File: config.mk
export PLATFORM = sky130hd
export DESIGN_NAME = mult8_seq_accum
export DESIGN_NICKNAME = d
export VERILOG_FILES = /design/src/rtl/mult8_seq_pkg.sv /design/src/rtl/mult8_seq_accum_mult4.sv /design/src/rtl/mult8_seq_accum.sv
export SDC_FILE = /design/constraint.sdc
export NUM_CORES = 1
export LEC_CHECK = 0
export ABC_AREA = 0
export BUFFER_PORTS_ARGS = -buffer_cell sky130_fd_sc_hd__buf_2
export CORE_UTILIZATION = 30
export CTS_CLUSTER_DIAMETER = 50
export DETAILED_ROUTE_END_ITERATION = 16
export HOLD_SLACK_MARGIN = 0.02
export PLACE_DENSITY_LB_ADDON = 0.25
export SLEW_MARGIN = 20
export SYNTH_ARGS = -nofsm -noshare
export SYNTH_HDL_FRONTEND = slang
export SYNTH_SLANG_ARGS = --single-unit
export TNS_END_PERCENT = 50
File: constraint.sdc
create_clock -name clk -period 7 [get_ports clk]
set_input_delay 1.05 -clock clk [delete_from_list [all_inputs] [get_ports clk]]
set_output_delay 1.05 -clock clk [all_outputs]
set_load 0.02 [all_outputs]
File: src/rtl/mult8_seq_pkg.sv
// Shared types and step schedule for the sequential 8x8 multiplier built on a 4x4 core.
package mult8_seq_pkg;

  typedef enum logic [1:0] {
    IDLE = 2'd0,
    MUL  = 2'd1,
    DONE = 2'd2
  } state_t;

  localparam int unsigned N_STEPS = 4;

  // Element [s] belongs to step s: shifts {0,4,4,8}.
  localparam logic [N_STEPS-1:0][3:0] STEP_SHIFT = {4'd8, 4'd4, 4'd4, 4'd0};

  // Bit [s] set selects the high nibble of that operand on step s.
  localparam logic [N_STEPS-1:0] STEP_A_HI = 4'b1100;
  localparam logic [N_STEPS-1:0] STEP_B_HI = 4'b1010;

endpackage

File: src/rtl/mult8_seq_accum_mult4.sv
// Combinational 4x4 unsigned multiplier core (shift-and-add array).
module mult4_array (
  input  logic [3:0] A,
  input  logic [3:0] B,
  output logic [7:0] P
);

  always_comb begin
    P = '0;
    for (int unsigned i = 0; i < 4; i++) begin
      if (B[i]) P = P + ({4'b0, A} << i);
    end
  end

endmodule

File: src/rtl/mult8_seq_accum.sv
// Sequential 8x8 unsigned multiplier: one 4x4 core reused over four steps,
// partial products accumulated into a 16-bit result behind valid/ready handshakes.
module mult8_seq_accum
  import mult8_seq_pkg::*;
#(
  parameter int unsigned EARLY_ZERO = 1
) (
  input  logic        clk,
  input  logic        rst,
  input  logic        in_valid,
  output logic        in_ready,
  input  logic [7:0]  a,
  input  logic [7:0]  b,
  output logic        out_valid,
  input  logic        out_ready,
  output logic [15:0] p,
  output logic        busy
);

  state_t      state;
  logic [1:0]  step;
  logic [7:0]  a_q;
  logic [7:0]  b_q;
  logic [15:0] acc;
  logic [3:0]  core_a;
  logic [3:0]  core_b;
  logic [7:0]  core_p;
  logic [15:0] partial;
  logic        accept;
  logic        zero_skip;

  assign core_a  = STEP_A_HI[step] ? a_q[7:4] : a_q[3:0];
  assign core_b  = STEP_B_HI[step] ? b_q[7:4] : b_q[3:0];
  assign partial = {8'b0, core_p} << STEP_SHIFT[step];

  mult4_array u_core (
    .A (core_a),
    .B (core_b),
    .P (core_p)
  );

  assign in_ready  = (state == IDLE) || ((state == DONE) && out_ready);
  assign out_valid = (state == DONE);
  assign busy      = (state == MUL);
  assign p         = acc;
  assign accept    = in_valid && in_ready;
  assign zero_skip = (EARLY_ZERO != 0) && ((a == 8'd0) || (b == 8'd0));

  // Accept has priority so a new pair taken in the DONE cycle skips IDLE.
  always_ff @(posedge clk) begin
    if (rst) begin
      state <= IDLE;
      step  <= '0;
      acc   <= '0;
      a_q   <= '0;
      b_q   <= '0;
    end else if (accept) begin
      a_q   <= a;
      b_q   <= b;
      acc   <= '0;
      step  <= '0;
      state <= zero_skip ? DONE : MUL;
    end else begin
      case (state)
        MUL: begin
          acc  <= acc + partial;
          step <= step + 2'd1;
          if (step == 2'd3) state <= DONE;
        end
        DONE: begin
          if (out_ready) state <= IDLE;
        end
        IDLE: ;
        default: state <= IDLE;
      endcase
    end
  end

endmodule
==> insert_results.sql <==
INSERT INTO impl_metrics (metric_group, metric, value, unit) VALUES
('outcome', 'run_status', 'finished, final reports clean', ''),
('place', 'dpl_worst_slack', '0.484', 'ns'),
('grt', 'maximum_number_of_pins_on_one_net_before_global_route_repair', '24', ''),
('cts', 'cts_tree', 'yes', ''),
('drt', 'vias', '2819', ''),
('sta', 'fin_tns_setup', '0', 'ns'),
('drt', 'drt-wirelength-per-cell', '14.4', 'µm'),
('logic_synthesis', 'synthArstFlopShare', '0', ''),
('layout', 'finish.instance_area', '3420', 'µm²'),
('critical_path', 'critical-path-top-cell-by-count', 'sky130_fd_sc_hd__ha_1', ''),
('logic_synthesis', 'synth-compound-area-share', '0.246', ''),
('cts', 'clk_pin_slew_worst_paths', '0.07', 'ns'),
('sta', 'tightestPinTransition', '1.02', 'ns'),
('drt', 'dr.first_iter.drc_count', '137', ''),
('critical_path', 'crit_buf_inv', '2', ''),
('die', 'die_height', '103', 'µm'),
('drt', 'sum_of_routed_wire_length_over_all_layers', '7830', 'µm'),
('hold_path', 'min_path_type', 'reg2reg', ''),
('die', 'coreArea', '9820', 'µm²'),
('sta', 'max_clock_freq', '0.154', 'GHz'),
('sta', 'post-route-min-period', '6.47', 'ns'),
('drt', 'avgViaCountPerCell', '5.17', ''),
('layout', 'final_core_util', '0.349', ''),
('logic_synthesis', 'synth_sequential_area_ratio', '0.237', ''),
('critical_path', 'crit_end_category', 'flip-flop', ''),
('cts', 'clock_tree.htree_level_count', '2', ''),
('logic_synthesis', 'synthesis.instances', '380', ''),
('die', 'die_area', '10600', 'µm²'),
('grt', 'antenna_found_initial', '0', ''),
('logic_synthesis', 'synth_top_cells_by_area', 'sky130_fd_sc_hd__dfxtp_1, sky130_fd_sc_hd__ha_1, sky130_fd_sc_hd__mux2i_1', ''),
('logic_synthesis', 'yosys_register_bits', '36', ''),
('layout', 'final_layout_size_suffix_gt1_frac', '0.177', ''),
('logic_synthesis', 'netlist.top_cell.by_area', 'sky130_fd_sc_hd__dfxtp_1', ''),
('die', 'initial_utilization', '0.310', ''),
('die', 'chipWidth', '103', 'µm'),
('drt', 'ant_nets', '0', ''),
('cts', 'cts-hold-fix-buffers', '0', ''),
('pwr', 'power.ir.vdd_worst', '96.2', 'µV'),
('die', 'num_rows', '36', ''),
('critical_path', 'crit_path_start_kind', 'flip-flop', ''),
('critical_path', 'worst-path-max-fanout', '10', ''),
('grt', 'first_global_vias', '2668', ''),
('logic_synthesis', 'fraction_of_the_mapped_netlist_area_in_simple_logic_gates', '0.199', ''),
('place', 'final_weighted_congestion_of_routability_driven_global_placement', '0.832', ''),
('critical_path', 'crit_path_max_incr_delay', '0.45', 'ns'),
('critical_path', 'crit_arrival', '6.69', 'ns'),
('cts', 'clock-root-buffer', 'sky130_fd_sc_hd__clkbuf_8', ''),
('logic_synthesis', 'adder_and_majority_gate_portion_of_the_synthesized_area', '0.120', ''),
('sta', 'portion_of_the_clock_cycle_consumed_by_the_worst_path_in_the_final_layout', '0.925', ''),
('run', 'cap_violations', '0', ''),
('layout', 'final_net_count', '459', ''),
('grt', 'grt_ovf', '0', ''),
('logic_synthesis', 'syn-num-nets', '428', ''),
('sta', 'slew_headroom', '0.323', ''),
('pwr', 'p_per_area', '146', 'nW/µm²'),
('logic_synthesis', 'synth_top_cell_area_share', '0.237', ''),
('sta', 'fin_ws', '0.526', 'ns'),
('grt', 'total_routing_usage_gr', '0.158', ''),
('logic_synthesis', 'synthXorXnorAreaFrac', '0.0288', ''),
('layout', 'antennaDiodeCount', '0', ''),
('logic_synthesis', 'post_synth_num_cell_types', '60', ''),
('drt', 'firstDrtPassIters', '4', ''),
('logic_synthesis', 'number_of_enable_type_register_cells_in_the_synthesized_netlist', '0', ''),
('critical_path', 'ff2ff_setup_slack', '0.53', 'ns'),
('grt', 'grt_pass1_wl', '13000', 'µm'),
('sta', 'rsz0062_at_grt', 'no', ''),
('place', 'post-dp-hpwl', '6070', 'µm'),
('place', 'io_buffer_count', '38', ''),
('cts', 'numCtsBuffers', '5', ''),
('logic_synthesis', 'synth.avg_cell_area', '8.01', 'µm²'),
('pwr', 'power_leakage', '1.46', 'nW');
-- synthesized netlist by cell type (3+ instances only) --
cell type,number
sky130_fd_sc_hd__nor3_1,8
sky130_fd_sc_hd__a21o_1,6
sky130_fd_sc_hd__mux2_4,3
sky130_fd_sc_hd__inv_1,15
sky130_fd_sc_hd__nor2_1,44
sky130_fd_sc_hd__a21oi_1,29
sky130_fd_sc_hd__mux2i_1,24
sky130_fd_sc_hd__nor2b_1,8
sky130_fd_sc_hd__xor2_1,3
sky130_fd_sc_hd__nand2b_1,5
sky130_fd_sc_hd__a31oi_1,4
sky130_fd_sc_hd__or2_2,4
sky130_fd_sc_hd__o211ai_1,6
sky130_fd_sc_hd__a211oi_1,9
sky130_fd_sc_hd__clkbuf_1,10
sky130_fd_sc_hd__nand3_1,12
sky130_fd_sc_hd__nor4_1,5
sky130_fd_sc_hd__xnor2_1,7
sky130_fd_sc_hd__mux2_2,3
sky130_fd_sc_hd__dfxtp_1,36
sky130_fd_sc_hd__ha_1,26
sky130_fd_sc_hd__o21ai_0,23
sky130_fd_sc_hd__a21boi_0,3
sky130_fd_sc_hd__or3_1,5
sky130_fd_sc_hd__o31ai_1,4
sky130_fd_sc_hd__nand2_1,32
-- metrics by stage --
stage / std cells / hold WS, ns / power [mW]
after floorplan: 380 / 0.454 / 0.322
after CTS: 545 / 0.485 / 0.508
after global placement: 537 / 0.459 / 0.355
after global routing: 545 / 0.510 / 0.532
after detailed placement: 537 / 0.471 / 0.355
final: 545 / 0.476 / 0.501
-- path summary, 6_finish.rpt --
check                                          start                 end  cells after the start
worst min register to register    p[12]$_SDFFE_PP0P_  p[12]$_SDFFE_PP0P_                      2
worst max-delay path            step[1]$_SDFFE_PP0P_  p[15]$_SDFFE_PP0P_                     28
worst min-delay path              p[12]$_SDFFE_PP0P_  p[12]$_SDFFE_PP0P_                      2
worst max register to register  step[1]$_SDFFE_PP0P_  p[15]$_SDFFE_PP0P_                     28
-- worst register-to-register path: cells and delay by family (launching register included) --
kind / cells / cell delay [ns]
XOR/XNOR: 3 / 0.39
AO/OA/AOI/OAI: 14 / 2.61
AND/OR/NAND/NOR: 3 / 0.91
buffers and inverters: 2 / 0.35
multiplexers: 1 / 0.28
flip-flops: 1 / 0.45
adder cells (fa/ha/maj): 5 / 1.39
-- kinds of logic after synthesis --
logic type | Yosys count
simple gates | 130
compound gates | 109
flops | 36
buf+inv | 35
mux | 32
fa+ha+maj | 28
xor+xnor | 10
-- sequential cells by signal, indices dropped and copies added, names as in the netlist --
signal	flops
a_q	8
p	16
state	2
b_q	8
step	2
-- power breakdown --
group          leakage [nW]  switching (mW)  total (mW)  internal [mW]
Sequential            0.294         0.00776       0.222          0.214
Clock                0.0479          0.0803       0.150         0.0694
Combinational          1.12          0.0807       0.129         0.0480
Total                  1.46           0.169       0.501          0.332
-- cell type report --
type	count	area, µm²
well taps	133	166
multi-input cells	309	2170
fillers	1086	6400
clock buffers	5	68.8
clock inverters	3	18.8
inverters	19	71.3
repair buffers	40	205
flip-flops and latches	36	722
-- cells in the final DEF, fill, tap and decap left out, types with 4 or more instances in the layout --
| master | instances |
|---|---|
| sky130_fd_sc_hd__nor4_1 | 5 |
| sky130_fd_sc_hd__nor3_1 | 8 |
| sky130_fd_sc_hd__a21oi_1 | 29 |
| sky130_fd_sc_hd__nand2b_1 | 5 |
| sky130_fd_sc_hd__o31ai_1 | 4 |
| sky130_fd_sc_hd__inv_1 | 15 |
| sky130_fd_sc_hd__a211oi_1 | 9 |
| sky130_fd_sc_hd__or3_1 | 5 |
| sky130_fd_sc_hd__nand2_1 | 32 |
| sky130_fd_sc_hd__nand3_1 | 12 |
| sky130_fd_sc_hd__a31oi_1 | 4 |
| sky130_fd_sc_hd__o21ai_0 | 23 |
| sky130_fd_sc_hd__a21o_1 | 6 |
| sky130_fd_sc_hd__mux2i_1 | 24 |
| sky130_fd_sc_hd__ha_1 | 26 |
| sky130_fd_sc_hd__or2_2 | 4 |
| sky130_fd_sc_hd__nor2_1 | 44 |
| sky130_fd_sc_hd__o211ai_1 | 6 |
| sky130_fd_sc_hd__dfxtp_1 | 35 |
| sky130_fd_sc_hd__clkbuf_8 | 5 |
| sky130_fd_sc_hd__nor2b_1 | 8 |
| sky130_fd_sc_hd__buf_2 | 38 |
| sky130_fd_sc_hd__xnor2_1 | 7 |
-- what timing repair did --
action / in CTS / in global routing
endpoints found under the setup margin: 0 / 1
buffers inserted: 0 / 0
resized for setup: 0 / 1
-- routing by layer --
metal  GRT usage  up-vias  routed length (µm)
li1            -     1449                   -
met1       0.210     1311                3960
met2       0.265       50                3550
met3      0.0210        9                 206
met4      0.0498        0                 122
met5           0        -                   0
Note: power is estimated with default switching activity, not from simulation.
